### src/rtl/fim_reset_sequencer.sv
// fim_reset_sequencer: staged reset release for the FPGA interface manager.
// clk, rst_n          : sequencer clock, async active-low reset
// ninit_done          : device init-done (active-low, async)
// pll_locked          : system IOPLL lock (async)
// pcie_perst_n        : PCIe PERST# (active-low, async)
// soft_reset_req      : sync pulse requesting a full re-sequence
// ss_ready[NUM_SS]    : per-subsystem ready/ack
// ss_rst_n[NUM_SS]    : per-subsystem reset, released in index order
// afu_rst_n           : AFU/port reset, released last
// seq_done            : high while in RUN
// timeout_err[NUM_SS] : sticky per-subsystem ack-timeout flags
// seq_state           : current state encoding
module fim_reset_sequencer #(
    parameter int NUM_SS      = 3,
    parameter int HOLD_CYCLES = 16,
    parameter int ACK_TIMEOUT = 1024
) (
    input  logic              clk,
    input  logic              rst_n,
    input  logic              ninit_done,
    input  logic              pll_locked,
    input  logic              pcie_perst_n,
    input  logic              soft_reset_req,
    input  logic [NUM_SS-1:0] ss_ready,
    output logic [NUM_SS-1:0] ss_rst_n,
    output logic              afu_rst_n,
    output logic              seq_done,
    output logic [NUM_SS-1:0] timeout_err,
    output logic [2:0]        seq_state
);
    localparam int IW = NUM_SS > 1 ? $clog2(NUM_SS) : 1;
    localparam int HW = $clog2(HOLD_CYCLES);
    localparam int TW = $clog2(ACK_TIMEOUT);

    typedef enum logic [2:0] {
        WAIT_READY = 3'd1,
        HOLD       = 3'd2,
        SS_REL     = 3'd3,
        SS_WAIT    = 3'd4,
        AFU_REL    = 3'd5,
        RUN        = 3'd6
    } state_t;

    state_t            state, state_nx;
    logic [IW-1:0]     idx, idx_nx;
    logic [HW-1:0]     hold_cnt, hold_cnt_nx;
    logic [TW-1:0]     timer, timer_nx;
    logic [NUM_SS-1:0] ss_rst_n_nx, timeout_err_nx;
    logic              afu_rst_n_nx, seq_done_nx;
    logic [1:0]        ninit_q, pll_q, perst_q;
    logic              ok, abort, expired;

    // synchronizers reset to the "not ready" level so a fresh reset never looks ready
    always_ff @(posedge clk or negedge rst_n) begin
        if (!rst_n) begin
            ninit_q <= 2'b11;
            pll_q   <= 2'b00;
            perst_q <= 2'b00;
        end else begin
            ninit_q <= {ninit_q[0], ninit_done};
            pll_q   <= {pll_q[0], pll_locked};
            perst_q <= {perst_q[0], pcie_perst_n};
        end
    end

    assign ok        = !ninit_q[1] & pll_q[1] & perst_q[1];
    assign abort     = (state != WAIT_READY) & (!ok | soft_reset_req);
    assign expired   = timer == TW'(ACK_TIMEOUT - 1);
    assign seq_state = state;

    always_ff @(posedge clk or negedge rst_n) begin
        if (!rst_n) begin
            state       <= WAIT_READY;
            idx         <= '0;
            hold_cnt    <= '0;
            timer       <= '0;
            ss_rst_n    <= '0;
            afu_rst_n   <= 1'b0;
            seq_done    <= 1'b0;
            timeout_err <= '0;
        end else begin
            state       <= state_nx;
            idx         <= idx_nx;
            hold_cnt    <= hold_cnt_nx;
            timer       <= timer_nx;
            ss_rst_n    <= ss_rst_n_nx;
            afu_rst_n   <= afu_rst_n_nx;
            seq_done    <= seq_done_nx;
            timeout_err <= timeout_err_nx;
        end
    end

    always_comb begin
        state_nx       = state;
        idx_nx         = idx;
        hold_cnt_nx    = hold_cnt;
        timer_nx       = timer;
        ss_rst_n_nx    = ss_rst_n;
        afu_rst_n_nx   = afu_rst_n;
        seq_done_nx    = seq_done;
        timeout_err_nx = timeout_err;
        if (abort) begin
            // abort wins over any same-cycle ready or advance
            state_nx     = WAIT_READY;
            idx_nx       = '0;
            hold_cnt_nx  = '0;
            timer_nx     = '0;
            ss_rst_n_nx  = '0;
            afu_rst_n_nx = 1'b0;
            seq_done_nx  = 1'b0;
        end else begin
            case (state)
                WAIT_READY: begin
                    ss_rst_n_nx  = '0;
                    afu_rst_n_nx = 1'b0;
                    seq_done_nx  = 1'b0;
                    if (ok) begin
                        state_nx       = HOLD;
                        hold_cnt_nx    = '0;
                        timeout_err_nx = '0;
                    end
                end
                HOLD: begin
                    if (hold_cnt == HW'(HOLD_CYCLES - 1)) begin
                        state_nx = SS_REL;
                        idx_nx   = '0;
                    end else begin
                        hold_cnt_nx = hold_cnt + HW'(1);
                    end
                end
                SS_REL: begin
                    ss_rst_n_nx[idx] = 1'b1;
                    timer_nx         = '0;
                    state_nx         = SS_WAIT;
                end
                SS_WAIT: begin
                    if (ss_ready[idx] || expired) begin
                        if (!ss_ready[idx]) timeout_err_nx[idx] = 1'b1;
                        state_nx = idx == IW'(NUM_SS - 1) ? AFU_REL : SS_REL;
                        idx_nx   = idx == IW'(NUM_SS - 1) ? idx : idx + IW'(1);
                    end else begin
                        timer_nx = timer + TW'(1);
                    end
                end
                AFU_REL: begin
                    afu_rst_n_nx = 1'b1;
                    seq_done_nx  = 1'b1;
                    state_nx     = RUN;
                end
                RUN: ;
                default: state_nx = WAIT_READY;
            endcase
        end
    end
endmodule

### config.mk
export PLATFORM = sky130hd
export DESIGN_NAME = fim_reset_sequencer
export DESIGN_NICKNAME = d
export VERILOG_FILES = /design/src/rtl/fim_reset_sequencer.sv
export SDC_FILE = /design/constraint.sdc
export NUM_CORES = 1
export LEC_CHECK = 0
export BUFFER_PORTS_ARGS = -buffer_cell sky130_fd_sc_hd__buf_2
export CELL_PAD_IN_SITES_DETAIL_PLACEMENT = 1
export CELL_PAD_IN_SITES_GLOBAL_PLACEMENT = 1
export CORE_AREA = 2 2 75 77
export DETAILED_ROUTE_END_ITERATION = 7
export DIE_AREA = 0 0 77 79
export PLACE_DENSITY_LB_ADDON = 0.1
export SYNTH_ARGS = -nofsm -noshare
export SYNTH_HDL_FRONTEND = slang
export SYNTH_SLANG_ARGS = --single-unit
### constraint.sdc
create_clock -name clk -period 2.4 [get_ports clk]
set_input_delay 0.12 -clock clk [delete_from_list [all_inputs] [get_ports clk]]
set_output_delay 0.12 -clock clk [all_outputs]
set_load 0.02 [all_outputs]
==> impl_summary.md, run 1 <==
Run status
The run finished with clean final reports.

Floorplan
Row generation in the floorplan step produced 27 rows. The placeable core region is 0.00534 mm2. The number of top-level pins is 20. The effective utilization at floorplan is 32.7%. The horizontal extent of the die is 77 um.

The area enclosed by the die boundary is 0.00608 mm2. Measured along the y axis, the die boundary spans 79 um.

Clocking
CTS built an H-tree with a depth of 2. The clock transition time at the flip-flop clock pins of the worst setup and hold paths is 0.07 ns. The number of clock buffers added by TritonCTS is 5.

The clock passes through at most 2 buffers. In this run the clock root is driven by a sky130_fd_sc_hd__clkbuf_8. For this design, the sink count on the clock tree is 32. The number of setup buffers added after CTS is 0. The number of hold buffers added after CTS is 4.

The clock reaches the later pin of the worst-skew pair after 0.28 ns. TritonCTS built the clock tree. The number of gates resized after CTS was 0.

GRT
The global router's overall resource usage is 15.0%. The number of antenna violations at the first check in global routing is 0. The number of global-route vias before repair was 1,439. The global-route wire length before repair is 7140 um.

The largest net degree at the start of global routing is 33. The total congestion overflow after global routing is 0.

Final layout
For this run, the share of the core covered by cells in the final layout is 38.0%. The area growth from synthesis to layout is 16.2%. The total inserted antenna cells is 0. In the final layout, flip-flops and latches occupy 805 um2. The layout cell share with drive strength beyond 1 is 25.4%. After routing the design area is 0.00203 mm2. The post-route non-filler standard cell count is 261. In the final layout, the multi-input gates occupy 891 um2. The number of fill cells in the layout is 628. The final layout net count is 202.

Worst setup path
The arrival time of the worst setup path is 2.20 ns. The maximum single-stage delay on the critical path is 0.65 ns. The worst-path maximum fanout is 17.

STA classifies the critical path startpoint as a flip-flop. The critical path goes through nor3b_4 > o211ai_4 > nor2_4 > nand2_2 > o31ai_1. The cell family contributing the most delay on the critical path is simple AND/OR/NAND/NOR gates. The worst register-to-register path has a depth of 5. The worst setup path is captured at a flip-flop. The largest individual stage delay along the critical path comes from the cell sky130_fd_sc_hd__dfrtp_1. The critical path buffer and inverter count is 0. The path length in cells of the critical path is 5. The critical path is of the reg -> reg type. Data on the critical path is required at its endpoint by 2.59 ns.

Logic synthesis
The fraction of the mapped netlist area in simple logic gates is 23.2%. The share of Yosys cell area claimed by the top area cell type is 41.6%. In this run, distinct cell masters in the synthesized netlist total 54. The number of nets handed over by synthesis was 178. The Yosys step of the flow raised 0 warnings. The fraction of synthesis flops using an asynchronous set or reset pin is 100%.

The portion of synthesized area spent on multiplexers is 2.37%. The number of synthesized flops with an enable pin is 0. Synthesis produced a netlist whose cell count is 164. The post-synthesis cell type with the largest combined area is sky130_fd_sc_hd__dfrtp_1. Among all flip-flop cells after synthesis, the most frequent one is sky130_fd_sc_hd__dfrtp_1. The synthesized area per cell is 10.6 um2. The fraction of the mapped netlist area in adder cells is 3.58%. The portion of the post-synthesis area used by sequential elements is 46.1%. After synthesis, the cell types taking the most area are sky130_fd_sc_hd__dfrtp_1, sky130_fd_sc_hd__dfstp_2, sky130_fd_sc_hd__nand3_1, sky130_fd_sc_hd__ha_1, sky130_fd_sc_hd__nor2_1.

The synthesized netlist devotes 20.4% of its cell area to compound gates. The main combinational cell family by area after synthesis is simple AND/OR/NAND/NOR gates. The parity-gate share of the synthesized area counting xor and xnor cells is 1.51%. The cell area that synthesis handed to floorplanning was 0.00175 mm2.

The flip-flop and latch count after synthesis is 32.

Min path
The worst hold path was traced through 5 stages. The min-delay analysis places its worst path in the category in -> reg.

Pwr
The net switching power figure is 0.538 mW. The internal portion of the total power is 0.954 mW. The combinational power share is 28.6%. The static power due to leakage is 0.899 nW. Registers are responsible for 43.5% of the overall power. The peak supply drop is 0.329 mV. The switching part of the total is 36.1%. The completed layout was analyzed and its total power is 1.49 mW.

The power density relative to cell area is 736 mW/mm2. Of the total power, the clock network draws 27.9%.

Detailed routing
Detailed routing inserted a total of 1,343 vias. The violation count after the first detailed-routing iteration is 63. Dividing the detail-routed via count by the number of cells gives 5.15. The count of unresolved DRC violations after routing is 0. In this run the remaining antenna-violating nets after routing total 0.

The number of optimization iterations in the first detailed-route pass is 4. Dividing the detail-routed wire length by the instance count gives 15.6 um. The final layout contains routed wiring with a total length of 4070 um.

Placement
The post-placement cell area is 0.00190 mm2. Routability-driven placement finished with a final weighted congestion of 0.829. The total half-perimeter wirelength after legalization and detailed placement is 3090 um. At the placement stage, the worst setup path has a slack of 0.349 ns. Once placement completed, the tool counted placed cells totaling 249. Port buffering added 19 buffers.

STA
For the pin with the worst max-slew slack, the measured transition is 0.718 ns. Setup repair after global routing left no endpoint under its margin. The tightest hold path in the finished design has a slack of 0.335 ns. The final worst clock skew is 0.00720 ns.

Setup violations remaining at the end of the flow were counted as 0. The final worst-path setup slack is 0.383 ns. The time the final worst path needs with I/O delays and setup is 2.02 ns. The worst max-slew margin expressed relative to the limit is 52.1%. The highest clock rate is 496 MHz. The period utilization is 84.0%. The count of endpoints failing hold in the final timing report is 0. Setup total negative slack on the finished layout was measured at 0 ns. The final count of pins violating max slew came to 0.

Job
The number of max-cap violations is 0.
-- routing by layer --
layer	vias up	part of all wire (%)	track usage [%]	wire, um
met3	4	2.2	3.07	91
met1	672	44	18.1	1790
met2	14	53	27.1	2150
li1	653	-	-	-
met4	0	0.93	4.82	38
met5	-	0	0	0
-- power groups by stage --
| stage | registers [mW] | logic (mW) | clock network [mW] |
|---|---|---|---|
| 2_1_floorplan | 0.650 | 0.319 | 0 |
| 3_3_place_gp | 0.653 | 0.417 | 0 |
| 3_5_place_dp | 0.662 | 0.427 | 0 |
| 4_1_cts | 0.650 | 0.435 | 0.439 |
| 5_1_grt | 0.658 | 0.478 | 0.465 |
| 6_report | 0.649 | 0.427 | 0.416 |
-- cells by family after synthesis --
logic type               Yosys count
buffers and inverters              9
multiplexers                       4
XOR/XNOR                           3
AND/OR/NAND/NOR                   64
adder cells (fa/ha/maj)            5
AO/OA/AOI/OAI                     47
flip-flops                        32
-- final timing paths --
check / startpoint / end / slack [ns]
min in group asynchronous: rst_n / pll_q[0] / 0.42
max: seq_state[2] / timer[3] / 0.38
max reg2reg: seq_state[2] / timer[3] / 0.38
max in group asynchronous: rst_n / seq_done / 1.52
min reg2reg: pll_q[0] / pll_q[1] / 0.35
min: soft_reset_req / idx[0] / 0.33
-- worst register-to-register path: cells and delay by family, from the launching register on --
family / cells / cell delay [ns]
AND/OR/NAND/NOR: 3 / 0.87
flip-flops: 1 / 0.65
AO/OA/AOI/OAI: 2 / 0.40
-- registers in the layout, indices dropped and copies added (netlist names) --
signal       cells
timer           10
seq_done         1
hold_cnt         4
pll_q            2
ninit_q          2
perst_q          2
timeout_err      3
seq_state        3
idx              2
ss_rst_n         3
-- cell usage in the layout (no fill, tap or decap), types with 6 or more instances in the layout --
cell type and n:
sky130_fd_sc_hd__dfrtp_1 29, sky130_fd_sc_hd__buf_2 19, sky130_fd_sc_hd__o21ai_1 7, sky130_fd_sc_hd__a21oi_1 6, sky130_fd_sc_hd__nor2_1 11, sky130_fd_sc_hd__nand3_1 13, sky130_fd_sc_hd__nand2_1 9
-- synthesized netlist by cell type (4+ instances only) --
cell type,number
sky130_fd_sc_hd__o21a_1,5
sky130_fd_sc_hd__buf_2,4
sky130_fd_sc_hd__ha_1,5
sky130_fd_sc_hd__nand2_1,9
sky130_fd_sc_hd__nor2_1,11
sky130_fd_sc_hd__a21oi_1,6
sky130_fd_sc_hd__o21ai_0,4
sky130_fd_sc_hd__o21ai_1,7
sky130_fd_sc_hd__nand3_1,13
sky130_fd_sc_hd__nor3b_1,5
sky130_fd_sc_hd__o31ai_1,4
sky130_fd_sc_hd__dfrtp_1,29
-- layout make-up --
type                            instances  share of cell area [%]
Multi-Input combinational cell        123                    43.9
Sequential cell                        32                    39.7
Timing Repair Buffer                   24                    7.03
Tap cell                               72                    4.44
Clock buffer                            5                    3.39
Clock inverter                          3                    1.17
Inverter                                2                   0.370
(Power assumes the default switching activity.)
==> run 2, diff against run 1 <==
clock period = 1.9 ns   (was 2.4 ns; I/O delays follow)
==> run 2 against run 1 <==
  * Wire length grew 11%
  * Core utilization grew 2.7 points
  * Sequential cell count is the same
  * Fmax grew 13%
  * Hold slack lost 0.028 ns
  * Count of clock-buffer cells in the layout grew 1
  * Via count grew 5.7%
  * First-iteration DRC count shrank 29%
  * Power grew 35%
  * Non-clock buffer count grew 15
  * Clock power grew 35%
  * Final area grew 7.2%
==> impl_summary.md, run 2 (synthesis gave the netlist of run 1 again) <==
Run status
Run status: finished clean (unchanged).

Pwr
The peak supply drop is 0.510 mV (was 0.329 mV). The switching part of the total is 35.4% (was 36.1%). The internal power consumption is 1.30 mW (was 0.954 mW).

The proportion of power drawn by flip-flops and latches is 39.0% (was 43.5%). The combinational power share is 33.1% (was 28.6%). The proportion of power drawn by the clock network was 27.9% (about the same). The power density relative to cell area is 927 mW/mm2 (was 736 mW/mm2). The static power due to leakage is 0.980 nW (was 0.899 nW).

The net switching power figure is 0.713 mW (was 0.538 mW).

Worst setup path
The maximum single-stage delay on the critical path is 0.36 ns (was 0.65 ns). The worst-path cell with the longest stage delay is sky130_fd_sc_hd__dfrtp_1 (unchanged). The worst-path maximum fanout came to 8 (was 17).

The element type at the critical path start is a flip-flop (unchanged). The arrival time of the worst setup path is 1.96 ns (was 2.20 ns). The critical setup path kind was reg -> reg (unchanged). The type of element capturing the critical path is a flip-flop (unchanged). The critical path buffer and inverter count came to 1 (was 0). The worst path required time is 2.07 ns (was 2.59 ns). The cell family contributing the most delay on the critical path is simple AND/OR/NAND/NOR gates (unchanged). Cell breakdown of the critical path: ha_1 > and4_1 > and3_2 > nor2_4 > buf_12 > o31a_1 > o221a_2 (was nor3b_4 > o211ai_4 > nor2_4 > nand2_2 > o31ai_1).

Floorplan
The effective utilization at floorplan was 32.7% (unchanged). The area enclosed by the die boundary is 0.00608 mm2 (unchanged). The placeable core region was 0.00534 mm2 (unchanged). The overall die height is 79 um (unchanged).

The horizontal extent of the die is 77 um (unchanged). The number of top-level pins is 20 (unchanged). The cell row count came to 27 (unchanged).

Detailed routing
The number of optimization iterations in the first detailed-route pass was 4 (unchanged). The routed length per placed instance came to 16.4 um (was 15.6 um). The vias per cell is 5.14 (was 5.15).

The count of unresolved DRC violations after routing was 0 (unchanged). The via count is 1,419 (was 1,343). The total detailed-routing wirelength is 4520 um (was 4070 um). The violation count after the first detailed-routing iteration is 45 (was 63). The remaining antenna violation count after routing was 0 (unchanged).

Clocking
The clock transition time at the flip-flop clock pins of the worst setup and hold paths was 0.07 ns (about the same). The number of clock buffers inserted by TritonCTS is 5 (unchanged). The buffer depth of the longest clock path is 2 (unchanged).

The CTS sink count is 32 (unchanged). The insertion delay to the later sink of the worst-skew pair is 0.28 ns (about the same). The clock tree root buffer cell is sky130_fd_sc_hd__clkbuf_8 (unchanged). The total number of H-tree levels is 2 (unchanged). The CTS tree is done (unchanged).

Placement
The weighted congestion reported at the end of routability-driven placement is 0.765 (was 0.829). The count of input and output buffers is 19 (unchanged). The post-placement cell area is 0.00197 mm2 (was 0.00190 mm2). The total half-perimeter wirelength after legalization and detailed placement came to 3310 um (was 3090 um).

STA
The count of endpoints failing hold in the final timing report came to 0 (unchanged). The highest clock rate was 559 MHz (was 496 MHz). The setup total negative slack came to 0 ns (unchanged). The final count of pins violating max slew is 0 (unchanged). The final worst clock skew is 0.00624 ns (was 0.00720 ns). The period utilization came to 94.2% (was 84.0%). Setup repair after global routing missed its margin: false (unchanged). The worst max-slew margin expressed relative to the limit is 49.8% (was 52.1%). The time the final worst path needs with I/O delays and setup is 1.79 ns (was 2.02 ns). The number of setup violations in the final report is 0 (unchanged). The transition time at the pin with the least slew margin is 0.752 ns (was 0.718 ns).

Final layout
The register bank with the most flops is timer (unchanged). Highest-count cells in the layout ignoring fill and taps: sky130_fd_sc_hd__dfrtp_1, sky130_fd_sc_hd__buf_2, sky130_fd_sc_hd__buf_4 (was sky130_fd_sc_hd__dfrtp_1, sky130_fd_sc_hd__buf_2, sky130_fd_sc_hd__nand3_1). The final layout net count is 217 (was 202). The most common cell after layout, fill and taps aside is sky130_fd_sc_hd__dfrtp_1 (unchanged). The utilization of the core after routing was 40.7% (was 38.0%). The layout cell share with drive strength beyond 1 came to 33.3% (was 25.4%).

The number of fill cells in the layout is 635 (was 628). The total inserted antenna cells was 0 (unchanged). The area of the multi-input gates is 905 um2 (was 891 um2).

Regs by FF count: timer: 10 flops, hold_cnt: 4 flops (unchanged). The area growth from synthesis to layout is 24.5% (was 16.2%). The number of flip-flops in the largest register is 10 (unchanged). The flip-flop and latch area is 806 um2 (was 805 um2). The design area is 0.00217 mm2 (was 0.00203 mm2).

GRT
The number of antenna violations at the first check in global routing is 0 (unchanged). The total congestion overflow after global routing is 0 (unchanged). The number of global-route vias before repair was 1,553 (was 1,439). The largest net degree at the start of global routing is 33 (unchanged). The global-route wire length before repair is 7840 um (was 7140 um). The global router's overall resource usage is 16.4% (was 15.0%).

Job
The number of max-cap violations came to 0 (unchanged).

Min path
The type of the most critical hold path is in -> reg (unchanged).
## run 2: metal layers
layer	global-route usage, %	part of all wire (%)	up-vias	wire (um)
met3	3.75	2.5	4	115
met5	0	0	-	0
met2	29.3	53	17	2400
li1	-	-	682	-
met4	3.75	0.62	0	28
met1	20.2	44	716	1970
## run 2: final timing paths
path / slack, ns / start / endpoint / cells past startpoint
max reg2reg: 0.11 / timer[1] / seq_state[2] / 7
max in group asynchronous: 0.96 / rst_n / seq_state[1] / 2
min in group asynchronous: 0.42 / rst_n / perst_q[0] / 2
min: 0.31 / soft_reset_req / idx[0] / 5
max: 0.11 / timer[1] / seq_state[2] / 7
min reg2reg: 0.36 / pll_q[0] / pll_q[1] / 0
## run 2: power by group through the flow
stage | logic, mW | clock network [mW] | registers (mW)
floorplan | 0.403 | 0 | 0.821
global placement | 0.610 | 0 | 0.812
detailed placement | 0.619 | 0 | 0.812
CTS | 0.633 | 0.583 | 0.799
global route | 0.732 | 0.616 | 0.795
finish | 0.666 | 0.562 | 0.786
## run 2: cell type report
| type | count | area share [%] |
|---|---|---|
| Clock buffer | 6 | 3.80 |
| Clock inverter | 2 | 0.691 |
| Inverter | 2 | 0.345 |
| Multi-Input combinational cell | 123 | 41.6 |
| Sequential cell | 32 | 37.1 |
| Tap cell | 72 | 4.15 |
| Timing Repair Buffer | 39 | 12.3 |
## run 2: repair_timing
action | CTS | global route
endpoints found under the setup margin | 0 | 7
hold buffers | 4 | 0
hold endpoints to repair | 32 | 0
gates resized for setup | 0 | 6
setup buffers | 0 | 5
## run 2: stage by stage
stage | hold slack, ns | setup slack, ns | total power [mW] | cells
after global placement | 0.198 | 0.100 | 1.42 | 259
final | 0.306 | 0.110 | 2.01 | 276
after CTS | 0.302 | 0.00268 | 2.01 | 271
after floorplan | -0.201 | 0.178 | 1.22 | 164
after global routing | 0.329 | 0.0242 | 2.14 | 276
after detailed placement | 0.202 | 0.0367 | 1.43 | 259
## run 2: worst register-to-register path, delay by kind of cell (launching register included)
family,cells,cell delay [ns]
buffers and inverters,1,0.15
adders and majority gates,1,0.16
and+or+nand+nor,3,0.53
DFF,1,0.36
AOI/OAI and AO/OA,2,0.48
==> run 3, diff against run 2 <==
CORE_AREA = 2 2 64 90   (was 2 2 75 77)
DIE_AREA = 0 0 66 92   (was 0 0 77 79)
PLACE_DENSITY = 0.69   (was not set)
PLACE_DENSITY_LB_ADDON = not set   (was 0.1)
SLEW_MARGIN = 0   (was not set)
==> run 3 against run 2 <==
  * First-iteration DRC count down 47%
  * Count of clock-buffer cells in the layout decreased by 1
  * Clock power up 17%
==> impl_summary.md, run 3 (synthesis gave the netlist of run 1 again) <==
Pwr
The net switching power figure came to 0.708 mW (was 0.713 mW). The peak supply drop was 0.529 mV (was 0.510 mV). The switching part of the total is 33.7% (was 35.4%). The proportion of power drawn by flip-flops and latches is 37.1% (was 39.0%).

The power density relative to cell area is 965 mW/mm2 (was 927 mW/mm2). The internal power consumption came to 1.39 mW (was 1.30 mW). The combinational power share was 31.5% (was 33.1%). The proportion of power drawn by the clock network came to 31.4% (was 27.9%). The post-layout total power was 2.10 mW (was 2.01 mW). The static power due to leakage came to 0.996 nW (was 0.980 nW).

Detailed routing
The remaining antenna violation count after routing is 0 (unchanged). The violation count after the first detailed-routing iteration is 24 (was 45). The count of unresolved DRC violations after routing came to 0 (unchanged). The routed length per placed instance is 15.6 um (was 16.4 um). The total detailed-routing wirelength is 4250 um (was 4520 um). The vias per cell is 5.19 (was 5.14).

The via count is 1,418 (was 1,419). The number of optimization iterations in the first detailed-route pass came to 4 (unchanged).

STA
The count of endpoints failing hold in the final timing report is 0 (unchanged). The worst max-slew margin expressed relative to the limit was 51.9% (was 49.8%). The highest clock rate is 541 MHz (was 559 MHz).

The transition time at the pin with the least slew margin is 0.722 ns (was 0.752 ns). The final count of pins violating max slew is 0 (unchanged). The final-layout worst hold slack is 0.268 ns (was 0.306 ns). The final worst clock skew is 0.00547 ns (was 0.00624 ns). The number of setup violations in the final report is 0 (unchanged). The time the final worst path needs with I/O delays and setup came to 1.85 ns (was 1.79 ns). The period utilization is 97.2% (was 94.2%).

Run status
Run status: finished clean (unchanged).

GRT
The met1 usage is 17.5% (was 20.2%). The total congestion overflow after global routing was 0 (unchanged). The met3 track utilization from global routing is 2.94% (was 3.75%).

The met2 track demand over resource in global routing is 29.7% (was 29.3%). The global-route wire length before repair is 7400 um (was 7840 um). The largest net degree at the start of global routing is 33 (unchanged).

The global router's overall resource usage came to 15.9% (was 16.4%). The number of global-route vias before repair is 1,532 (was 1,553). The layer with the highest usage after global routing is met2 (unchanged). The number of antenna violations at the first check in global routing came to 0 (unchanged).

Worst setup path
The worst path required time is 2.08 ns (was 2.07 ns). The path depth of the worst reg2reg path was 7 (unchanged). The critical setup path kind is reg -> reg (unchanged). The element type at the critical path start is a flip-flop (unchanged). The type of element capturing the critical path is a flip-flop (unchanged).

The arrival time of the worst setup path is 2.03 ns (was 1.96 ns). The worst-path maximum fanout came to 6 (was 8).

Clocking
The clock transition time at the flip-flop clock pins of the worst setup and hold paths is 0.07 ns (about the same). The total number of H-tree levels came to 2 (unchanged). The clock tree root buffer cell is sky130_fd_sc_hd__clkbuf_8 (unchanged).

The insertion delay to the later sink of the worst-skew pair is 0.29 ns (was 0.28 ns). The CTS tree is done (unchanged). The number of clock buffers inserted by TritonCTS is 5 (unchanged).

The buffer depth of the longest clock path was 2 (unchanged). The CTS sink count was 32 (unchanged).

Final layout
Regs by FF count: timer: 10 flops, hold_cnt: 4 flops (unchanged). The layout cell share with drive strength beyond 1 came to 32.2% (was 33.3%). The number of fill cells in the layout is 636 (was 635). The final layout net count was 218 (was 217). The utilization of the core after routing is 40.5% (was 40.7%). The post-route non-filler standard cell count is 273 (was 276). The number of flip-flops in the largest register is 10 (unchanged). The design area is 0.00217 mm2 (about the same).

Highest-count cells in the layout ignoring fill and taps: sky130_fd_sc_hd__dfrtp_1, sky130_fd_sc_hd__buf_2, sky130_fd_sc_hd__buf_4 (unchanged). The area growth from synthesis to layout is 24.6% (was 24.5%). The register bank with the most flops is timer (unchanged). The total inserted antenna cells came to 0 (unchanged).

The most common cell after layout, fill and taps aside is sky130_fd_sc_hd__dfrtp_1 (unchanged). The area of the multi-input gates is 903 um2 (was 905 um2). The flip-flop and latch area is 805 um2 (was 806 um2).

Floorplan
The placeable core region came to 0.00537 mm2 (was 0.00534 mm2). The area enclosed by the die boundary is 0.00607 mm2 (was 0.00608 mm2). The overall die height is 92 um (was 79 um). The number of top-level pins is 20 (unchanged). The cell row count was 32 (was 27). The horizontal extent of the die is 66 um (was 77 um). The effective utilization at floorplan is 32.5% (was 32.7%).

Placement
The weighted congestion reported at the end of routability-driven placement is 0.782 (was 0.765). The count of input and output buffers is 19 (unchanged). The total half-perimeter wirelength after legalization and detailed placement is 3070 um (was 3310 um). The post-placement cell area came to 0.00197 mm2 (about the same). The number of placed instances, taps included is 256 (was 259).

Min path
The type of the most critical hold path is in -> reg (unchanged). The number of instances on the worst hold path is 3 (was 5).

Job
The number of max-cap violations is 0 (unchanged).
==> run 3: area by class of cell <==
class                      instances  share of cell area, %
clock buffer                       5                   3.16
timing repair buffer              40                   12.1
clock inverter                     3                   1.96
tap                               68                   3.91
inverter                           2                  0.345
sequential                        32                   37.0
multi-input combinational        123                   41.5
==> run 3: routing by layer <==
layer | wire, um | part of all wire, % | vias to the layer above
met1 | 1680 | 39 | 706
li1 | - | - | 684
met3 | 93 | 2.2 | 5
met4 | 51 | 1.2 | 0
met2 | 2430 | 57 | 23
met5 | 0 | 0 | -
==> run 3: critical path, stage by stage (launching register included) <==
cell	delay (ns)
sky130_fd_sc_hd__dfrtp_1	0.41
sky130_fd_sc_hd__buf_4	0.15
sky130_fd_sc_hd__mux2i_1	0.18
sky130_fd_sc_hd__o211ai_4	0.29
sky130_fd_sc_hd__nor2_4	0.09
sky130_fd_sc_hd__buf_4	0.15
sky130_fd_sc_hd__o31a_1	0.23
sky130_fd_sc_hd__o221a_2	0.24
==> run 3: final timing paths <==
kind	start	end	slack, ns
min reg2reg	pll_q[0]	pll_q[1]	0.35
max reg2reg	idx[0]	seq_state[2]	0.05
max	idx[0]	seq_state[2]	0.05
min in group asynchronous	rst_n	timer[6]	0.40
max in group asynchronous	rst_n	timeout_err[2]	1.03
min	soft_reset_req	seq_state[1]	0.27
==> run 3: through the flow <==
| stage | TNS [ns] | setup slack (ns) |
|---|---|---|
| after floorplan | 0 | 0.178 |
| after global placement | 0 | 0.0958 |
| after detailed placement | 0 | 0.00811 |
| after CTS | 0 | 0.00967 |
| after global routing | -0.00828 | -0.00828 |
| final | 0 | 0.0529 |
==> run 3: what timing repair did <==
action	CTS	global route
setup endpoints to repair	1	12
pin swaps	1	1
endpoints found under the hold margin	32	0
gates cloned	0	0
hold buffers	4	0
gates resized for setup	0	4
setup buffers	0	5
==> run 3: power groups by stage <==
stage	Clock, mW	Sequential [mW]	Combinational [mW]
detailed placement	0	0.790	0.649
finish	0.659	0.778	0.662
global placement	0	0.790	0.646
CTS	0.677	0.781	0.661
floorplan	0	0.821	0.403
global route	0.701	0.787	0.736
